--- src/rtl/rf_seq_ctrl.sv ---
// Instruction sequencer for the single-port 8x16 register file. Accepts one
// register-transfer instruction at a time and time-multiplexes the shared
// address / read-write port across the read and write phases.
module rf_seq_ctrl (
    input  logic        clk,
    input  logic        reset,
    input  logic        instr_valid,
    output logic        instr_ready,
    input  logic [8:0]  instr,
    input  logic [15:0] imm,
    output logic        done,
    output logic        flag_z,
    output logic        flag_c,
    output logic [2:0]  rf_addr,
    output logic        rf_rd_wr,
    output logic [15:0] rf_wdata,
    input  logic [15:0] rf_rdata
);

    localparam logic [2:0] OpMv  = 3'b000;
    localparam logic [2:0] OpMvi = 3'b001;
    localparam logic [2:0] OpAdd = 3'b010;
    localparam logic [2:0] OpSub = 3'b011;

    typedef enum logic [2:0] {
        StIdle = 3'd0,
        StRdX  = 3'd1,
        StRdY  = 3'd2,
        StWr   = 3'd3,
        StDone = 3'd4
    } state_e;

    state_e      state_q, state_d;
    logic [2:0]  op_q, rx_q, ry_q;
    logic [15:0] imm_q, a_q, b_q;
    logic        flag_z_q, flag_c_q;

    logic        accept;
    logic        is_arith;
    logic [16:0] sum;
    logic [16:0] diff;
    logic [15:0] result;

    assign accept   = instr_valid && instr_ready;
    assign is_arith = (op_q == OpAdd) || (op_q == OpSub);
    assign sum      = {1'b0, a_q} + {1'b0, b_q};
    // Bit 16 of the 17-bit difference is the unsigned borrow (A < B).
    assign diff     = {1'b0, a_q} - {1'b0, b_q};

    // Result selection for the write phase.
    always_comb begin
        result = 16'h0000;
        case (op_q)
            OpMv:    result = b_q;
            OpMvi:   result = imm_q;
            OpAdd:   result = sum[15:0];
            OpSub:   result = diff[15:0];
            default: result = 16'h0000;
        endcase
    end

    // Next-state decode and port drive, all from registered state.
    always_comb begin
        state_d     = state_q;
        instr_ready = 1'b0;
        done        = 1'b0;
        rf_addr     = 3'd0;
        rf_rd_wr    = 1'b0;
        rf_wdata    = 16'h0000;
        unique case (state_q)
            StIdle: begin
                instr_ready = !reset;
                if (instr_valid && !reset) begin
                    case (instr[8:6])
                        OpMv:         state_d = StRdY;
                        OpMvi:        state_d = StWr;
                        OpAdd, OpSub: state_d = StRdX;
                        default:      state_d = StDone;
                    endcase
                end
            end
            StRdX: begin
                rf_addr = rx_q;
                state_d = StRdY;
            end
            StRdY: begin
                rf_addr = ry_q;
                state_d = StWr;
            end
            StWr: begin
                rf_addr  = rx_q;
                // Reset suppresses the write strobe so a reset cycle never writes.
                rf_rd_wr = !reset;
                rf_wdata = result;
                state_d  = StDone;
            end
            StDone: begin
                done    = 1'b1;
                state_d = StIdle;
            end
            default: state_d = StIdle;
        endcase
    end

    // State, latched instruction, operands and flags.
    always_ff @(posedge clk) begin
        if (reset) begin
            state_q  <= StIdle;
            op_q     <= 3'd0;
            rx_q     <= 3'd0;
            ry_q     <= 3'd0;
            imm_q    <= 16'h0000;
            a_q      <= 16'h0000;
            b_q      <= 16'h0000;
            flag_z_q <= 1'b0;
            flag_c_q <= 1'b0;
        end else begin
            state_q <= state_d;
            if (accept) begin
                op_q  <= instr[8:6];
                rx_q  <= instr[5:3];
                ry_q  <= instr[2:0];
                imm_q <= imm;
            end
            if (state_q == StRdX) a_q <= rf_rdata;
            if (state_q == StRdY) b_q <= rf_rdata;
            if (state_q == StWr && is_arith) begin
                flag_c_q <= (op_q == OpAdd) ? sum[16] : diff[16];
                flag_z_q <= (result == 16'h0000);
            end
        end
    end

    assign flag_z = flag_z_q;
    assign flag_c = flag_c_q;

endmodule

--- config.mk ---
export PLATFORM = sky130hd
export DESIGN_NAME = rf_seq_ctrl
export DESIGN_NICKNAME = d
export VERILOG_FILES = /design/src/rtl/rf_seq_ctrl.sv
export SDC_FILE = /design/constraint.sdc
export NUM_CORES = 1
export LEC_CHECK = 0
export BUFFER_PORTS_ARGS = -buffer_cell sky130_fd_sc_hd__buf_2
export CAP_MARGIN = 0
export CORE_UTILIZATION = 40
export CTS_BUF_LIST = sky130_fd_sc_hd__clkbuf_4 sky130_fd_sc_hd__clkbuf_8
export DETAILED_ROUTE_END_ITERATION = 10
export SKIP_LAST_GASP = 1
export SYNTH_ARGS = -nofsm -noshare
export SYNTH_HDL_FRONTEND = slang
export SYNTH_SLANG_ARGS = --single-unit
--- constraint.sdc ---
create_clock -name clk -period 3.4 [get_ports clk]
set_input_delay 0.68 -clock clk [delete_from_list [all_inputs] [get_ports clk]]
set_output_delay 0.68 -clock clk [all_outputs]
set_load 0.05 [all_outputs]
==> results_dict.tcl, run 1 <==
set metrics [dict create \
    routabilityCongestion 0.918 \
    postSynthRegisterBits 62 \
    relSlewSlack_pct 41.5 \
    die_h_um 106 \
    hold_viol 0 \
    vdd.ir_drop.worst_mv 0.281 \
    clkSinkCount 62 \
    ys_async_rst_share_pct 0 \
    final_net_count 781 \
    post_synth_inst_count 595 \
    grt_most_used_layer "met2" \
    route.detailed.vias_per_inst 5.35 \
    layout_worst_path_cycle_share_pct 113 \
    run_status "finished, violations left" \
    violations "setup timing" \
    count_of_flip_flops_with_a_built_in_enable_after_synthesis 0 \
    cp-start-kind "flip-flop" \
    synth_cell_type_count 66 \
    groute.layer.met3.usage_pct 5.03 \
    clk_latency_ps 370 \
    max_cap_viol_count 0 \
    rows 37 \
    cts_made_buffers 9 \
    setup-tns-final_ps -1880 \
    critical_path_data_arrival_time_ps 3150 \
    antenna_cells_inserted 0 \
    total_leakage_power_nw 2.56 \
    slew_violations 0 \
    htree_num_levels 3 \
    clk_path_buf_depth 2 \
    worstSetupEndpointType "output port" \
    post-route-min-period_ps 3830 \
    io-pin-count 68 \
    area.growth.synth_to_final_pct 36.7 \
    dr.pass1.iters 5 \
    die_width_um 106 \
    drc_violations 0 \
    cp_max_fanout 4 \
    grt_overflow_total 0 \
    fin_util_pct 56.9 \
    grt_pass1_wl_um 21700 \
    worst_hold_path_type "flip-flop to flip-flop" \
    groute.layer.met2.usage_pct 39.3 \
    r2r_slack_ps 80 \
    post-route-worst-setup-slack_ps -430 \
    post_synth_instance_area_um2 4330 \
    syn_nets 674 \
    initial_util_pct 41.6 \
    worst-slew-pin-transition_ps 875 \
    finalSetupViolations 9 \
    power_per_cell_area_nw_per_um2 426 \
    syn-mean-instance-area_um2 7.28 \
    wirelength_um 13700 \
    min_delay_worst_endpoint "imm_q[0]" \
    die-area_um2 11200 \
    crit-reg2reg-capture "flag_z" \
    routed-via-count 4512 \
    area_of_the_core_um2 10400 \
    root_buffer "sky130_fd_sc_hd__clkbuf_8" \
    cts_tree "built" \
    clk_pin_slew_worst_paths_ps 70 \
    drt_iter0_drc 435 \
    buffer_ports.inserted 67 \
    grt_antenna_before_repair 0 \
    drt-wirelength-per-cell_um 16.2 \
    crit_type "flip-flop to output port" \
    first_global_vias 4350 \
    worstReg2RegStart "a_q[0]" \
    finClkSkew_ps 12.4 \
    worst_ep_required_time_ps 2720 \
    grt_setup_unrepaired "yes" \
    synth-seq-area-share_pct 28.7 \
    r2r_cells 18 \
    grt_start_max_net_pins 39 \
    hold_depth 2 \
    cts.hold.buffers_added 0 \
    synthFlopType "sky130_fd_sc_hd__dfxtp_1" \
    dp_hpwl_um 9500 \
    grt_use_met1_pct 32.9 \
    yosysWarnings 0 \
    fraction_of_final_layout_cells_with_drive_strength_greater_than_1_pct 32.4 \
    max_freq_ghz 0.261 \
    hold_path.startpoint "imm_q[0]" \
    totalPowerFinal_mw 2.52 \
    drt.antenna.violating_nets 0 \
    grtUsageTotal_pct 24.9 \
]
-- layout make-up --
| class | instances | area [um2] |
|---|---|---|
| Clock buffer | 9 | 124 |
| Clock inverter | 7 | 145 |
| Fill cell | 953 | 4490 |
| Inverter | 29 | 111 |
| Multi-Input combinational cell | 468 | 3210 |
| Sequential cell | 62 | 1250 |
| Tap cell | 136 | 170 |
| Timing Repair Buffer | 132 | 910 |
-- sequential cells by signal, indices dropped and copies added, names as in the netlist --
signal and count:
rx_q 3, imm_q 16, flag_z 1, op_q 3
state_q 3, ry_q 3, a_q 16, b_q 16
flag_c 1
-- routing by layer --
layer  vias up  routed length, um  share of wire (%)
met5         -                  0                  0
met4         0                333                2.4
met3        26                848                6.2
met2       159               6350                 46
met1      2078               6170                 45
li1       2249                  -                  -
-- cells in the final DEF (no fill, tap or decap), types with 5 or more instances in the layout --
master and count:
sky130_fd_sc_hd__a211oi_1 5, sky130_fd_sc_hd__a21o_1 5, sky130_fd_sc_hd__a21oi_1 53, sky130_fd_sc_hd__a21oi_2 5, sky130_fd_sc_hd__and2_1 5, sky130_fd_sc_hd__buf_2 57
sky130_fd_sc_hd__buf_4 62, sky130_fd_sc_hd__buf_6 11, sky130_fd_sc_hd__clkbuf_8 9, sky130_fd_sc_hd__dfxtp_1 53, sky130_fd_sc_hd__dfxtp_2 8, sky130_fd_sc_hd__ha_1 24
sky130_fd_sc_hd__ha_4 7, sky130_fd_sc_hd__inv_1 23, sky130_fd_sc_hd__inv_2 5, sky130_fd_sc_hd__mux2i_1 11, sky130_fd_sc_hd__nand2_1 133, sky130_fd_sc_hd__nand3_1 5
sky130_fd_sc_hd__nand3b_1 25, sky130_fd_sc_hd__nor2_1 47, sky130_fd_sc_hd__nor2_2 6, sky130_fd_sc_hd__nor3_1 8, sky130_fd_sc_hd__o21ai_0 13, sky130_fd_sc_hd__o31ai_1 5
sky130_fd_sc_hd__xnor2_1 8
-- worst max path at each step --
stage                      start      endpoint  slack [ps]  depth (start not counted)
after floorplan           b_q[4]  rf_wdata[14]          -3                         13
after global placement    a_q[0]  rf_wdata[14]        -100                         14
after detailed placement  a_q[0]  rf_wdata[14]        -170                         14
after CTS                 a_q[0]  rf_wdata[14]        -440                         14
after global routing      b_q[0]  rf_wdata[14]        -590                         14
final                     b_q[0]  rf_wdata[14]        -430                         14
-- report_power, final --
group | internal (mW) | switching, mW
Combinational | 0.361 | 0.425
Clock | 0.565 | 0.332
Sequential | 0.780 | 0.0620
Total | 1.71 | 0.819
-- logic make-up after synthesis --
logic type / after synthesis / share of synthesized area, %
buf+inv: 65 / 5.89
flops: 62 / 28.7
xor+xnor: 11 / 2.22
mux: 12 / 2.77
fa+ha+maj: 35 / 10.5
compound gates: 138 / 20.7
simple gates: 272 / 29.3
-- per-stage QoR --
stage / hold slack (ps) / instances / setup WS (ps) / instance area [um2]
after floorplan: 445 / 595 / -2.86 / 4350
after global placement: 457 / 810 / -103 / 5090
after detailed placement: 464 / 810 / -173 / 5090
after CTS: 473 / 836 / -439 / 5670
after global routing: 481 / 843 / -591 / 5920
final: 475 / 843 / -430 / 5920
-- timing repair --
item / CTS / global route
buffers inserted: 11 / 9
gates resized for setup: 58 / 44
setup endpoints to repair: 10 / 10
endpoints found under the hold margin: 0 / 0
cloned: 0 / 0
pin swaps: 34 / 22
-- critical path: stages (launching register included) --
cell                       delay, ps
sky130_fd_sc_hd__dfxtp_4         360
sky130_fd_sc_hd__ha_4            150
sky130_fd_sc_hd__inv_2            60
sky130_fd_sc_hd__fa_2            230
sky130_fd_sc_hd__o21bai_4         90
sky130_fd_sc_hd__a211oi_2        240
sky130_fd_sc_hd__o21ai_2         100
sky130_fd_sc_hd__a211oi_2        310
sky130_fd_sc_hd__o21ai_2         100
sky130_fd_sc_hd__a221o_1         350
sky130_fd_sc_hd__o21ba_4         230
sky130_fd_sc_hd__and3_4          170
sky130_fd_sc_hd__a211oi_4        190
sky130_fd_sc_hd__nor2_2           60
sky130_fd_sc_hd__buf_6           150
-- synthesized netlist by cell type (all sizes together), types with 2 or more instances --
cell / n / area [um2]
a211oi: 9 / 82.6
a21boi: 2 / 15.0
a21o: 5 / 37.5
a21oi: 59 / 299
a31oi: 3 / 18.8
and2: 5 / 31.3
and3: 4 / 30.0
buf: 9 / 45.1
clkbuf: 27 / 101
dfxtp: 62 / 1240
fa: 2 / 40.0
ha: 33 / 413
inv: 29 / 109
mux2i: 12 / 120
nand2: 133 / 499
nand2b: 6 / 37.5
nand3: 5 / 25.0
nand3b: 25 / 188
nand4: 2 / 12.5
nor2: 55 / 206
nor2b: 6 / 37.5
nor3: 10 / 50.1
nor3b: 6 / 50.1
nor4: 6 / 37.5
o2111ai: 3 / 26.3
o211a: 2 / 20.0
o211ai: 2 / 15.0
o21a: 4 / 30.0
o21ai: 22 / 114
o21ba: 2 / 20.0
o21bai: 2 / 18.8
o22ai: 3 / 18.8
o31ai: 6 / 45.0
or2: 4 / 25.0
or3: 2 / 12.5
or3b: 2 / 17.5
xnor2: 10 / 87.6
No activity file was read; power rests on OpenSTA's default activity.
==> inputs of run 2 (changes only) <==
--- a/config.mk
+++ b/config.mk
@@ -10,6 +10,8 @@
 export CORE_UTILIZATION = 40
 export CTS_BUF_LIST = sky130_fd_sc_hd__clkbuf_4 sky130_fd_sc_hd__clkbuf_8
 export DETAILED_ROUTE_END_ITERATION = 10
+export GPL_TIMING_DRIVEN = 0
+export SKIP_CTS_REPAIR_TIMING = 1
 export SKIP_LAST_GASP = 1
 export SYNTH_ARGS = -nofsm -noshare
 export SYNTH_HDL_FRONTEND = slang
==> run 2 against run 1 <==
  * The flow still finishes with violations (setup timing)
  * Count of clock-buffer cells in the layout rose by 1
  * Clock skew fell by 2.7 ps
  * Sequential power fell by 2%
  * Worst hold slack got worse by 1.4 ps
  * Routed wire length fell by 0.63%
  * Critical path depth did not move
  * Fmax fell by 2.0%
  * Register-to-register slack improved by 120 ps
  * Total power fell by 11%
  * Critical path type unchanged
  * Largest cell class unchanged
==> results_dict.tcl, run 2 (synthesis results as in run 1) <==
set metrics [dict create \
    finClkSkew_ps 9.67 \
    die_width_um 106 \
    area_of_the_core_um2 10400 \
    slew_violations 0 \
    power.sequential.fraction_pct 36.8 \
    route.detailed.vias_per_inst 5.40 \
    drt_iter0_drc 293 \
    fraction_of_final_layout_cells_with_drive_strength_greater_than_1_pct 22.6 \
    total_leakage_power_nw 2.30 \
    finalSetupViolations 10 \
    layout.filler_cells 1056 \
    clk_path_buf_depth 2 \
    worst_ep_required_time_ps 2720 \
    first_global_vias 4156 \
    grt_start_max_net_pins 12 \
    crit_path_cell_trace "ha_4 -> inv_2 -> fa_2 -> o21bai_4 -> a211oi_4 -> o21ai_2 -> a211oi_2 -> o21ai_2 -> a221o_1 -> o21ba_4 -> and3_4 -> a211oi_4 -> nor2_2 -> buf_6" \
    clkSinkCount 62 \
    post-route-worst-setup-slack_ps -509 \
    root_buffer "sky130_fd_sc_hd__clkbuf_8" \
    htree_num_levels 3 \
    dp_worst_setup_slack_ps -343 \
    cts_tree "built" \
    io-pin-count 68 \
    routed-via-count 4436 \
    relSlewSlack_pct 18.4 \
    max_cap_viol_count 0 \
    layout_common_cells "133 x sky130_fd_sc_hd__nand2_1, 61 x sky130_fd_sc_hd__buf_2, 57 x sky130_fd_sc_hd__a21oi_1, 56 x sky130_fd_sc_hd__dfxtp_1, 50 x sky130_fd_sc_hd__nor2_1" \
    grtUsageTotal_pct 24.5 \
    die-area_um2 11200 \
    hold_viol 0 \
    timing.critical_path.slowest_cell_delay_ps 360 \
    grt_antenna_before_repair 0 \
    clk_latency_ps 360 \
    share_comb_of_total_power_pct 29.9 \
    worst_hold_path_type "flip-flop to flip-flop" \
    grt_pass1_wl_um 21300 \
    cp_max_fanout 3 \
    critical_path_data_arrival_time_ps 3230 \
    dr.pass1.iters 5 \
    layout_worst_path_cycle_share_pct 115 \
    post-route-min-period_ps 3910 \
    share_clk_of_total_power_pct 33.3 \
    drc_violations 0 \
    grt_setup_unrepaired "yes" \
    dp_hpwl_um 10100 \
    rows 37 \
    swShare_pct 35.0 \
    vdd.ir_drop.worst_mv 0.217 \
    layout_commonest_cell "sky130_fd_sc_hd__nand2_1" \
    grt_overflow_total 0 \
    final_net_count 760 \
    cp-start-kind "flip-flop" \
    antenna_cells_inserted 0 \
    drt-wirelength-per-cell_um 16.6 \
    die_h_um 106 \
    biggest_regs "a_q: 16 flops, b_q: 16 flops, imm_q: 16 flops" \
    worst-slew-pin-transition_ps 1220 \
    cellInternalPower_mw 1.46 \
    buffer_ports.inserted 66 \
    routabilityCongestion 0.908 \
    crit_type "flip-flop to output port" \
    max_freq_ghz 0.256 \
    clk_pin_slew_worst_paths_ps 70 \
    power_per_cell_area_nw_per_um2 413 \
    run_status "finished, violations left" \
    setup-tns-final_ps -2970 \
    wirelength_um 13600 \
    cts_made_buffers 9 \
    area.growth.synth_to_final_pct 25.4 \
    initial_util_pct 41.6 \
    net-switching-power_mw 0.784 \
    multi_input_area_um2 3080 \
    drt.antenna.violating_nets 0 \
    worstSetupEndpointType "output port" \
    seqCellArea_um2 1260 \
    violations "setup timing" \
    worst_path_max_delay_cell "sky130_fd_sc_hd__dfxtp_4" \
]
[run 2: cell count changes in the layout (fill, tap and decap cells not counted), sizes merged]
cell,change
buf,-51
clkbuf,+31
bufinv,-2
clkinv,+2
inv,-1
[run 2: final cells by class]
class | count | area share, %
Clock inverter | 6 | 1.59
Buffer | 36 | 2.69
Tap cell | 136 | 3.13
Inverter | 29 | 2.00
Sequential cell | 62 | 23.1
Clock buffer | 10 | 2.42
Multi-Input combinational cell | 468 | 56.7
Timing Repair Buffer | 75 | 8.31
[run 2: final timing paths]
| check | start | to | slack, ps | depth (start not counted) |
|---|---|---|---|---|
| setup reg to reg | b_q[1] | flag_z | 200 | 14 |
| hold reg to reg | imm_q[0] | imm_q[0] | 470 | 2 |
| hold / removal | imm_q[0] | imm_q[0] | 470 | 2 |
| setup / recovery | b_q[0] | rf_wdata[14] | -510 | 14 |
[run 2: worst max-delay path, delay by kind of cell, from the launching register on]
family	cells	cell delay [ps]
AO/OA/AOI/OAI	8	1650
adder cells (fa/ha/maj)	2	400
buffers and inverters	2	230
flip-flops	1	360
AND/OR/NAND/NOR	2	230
[run 2: power by group through the flow]
stage | logic, mW | registers, mW | clock network [mW]
6_report | 0.670 | 0.824 | 0.747
3_5_place_dp | 0.594 | 0.840 | 0
4_1_cts | 0.597 | 0.823 | 0.751
3_3_place_gp | 0.590 | 0.839 | 0
2_1_floorplan | 0.434 | 0.823 | 0
5_1_grt | 0.728 | 0.830 | 0.789
[run 2: per-layer routing]
| layer | GRT usage, % | wire length (um) | vias up |
|---|---|---|---|
| met5 | 0 | 0 | - |
| met4 | 7.84 | 219 | 0 |
| met3 | 4.66 | 783 | 17 |
| met2 | 38.6 | 6230 | 141 |
| met1 | 33.6 | 6380 | 2070 |
| li1 | - | - | 2208 |
[run 2: metrics by stage]
stage / hold WS, ps / total power [mW] / utilization [%] / instance area (um2) / instances
6_report: 474 / 2.24 / 52.2 / 5430 / 822
5_1_grt: 500 / 2.35 / 52.2 / 5430 / 822
3_5_place_dp: 462 / 1.43 / 46.6 / 4850 / 797
2_1_floorplan: 445 / 1.26 / - / 4350 / 595
4_1_cts: 475 / 2.17 / 48.6 / 5070 / 813
3_3_place_gp: 461 / 1.43 / 46.6 / 4850 / 797
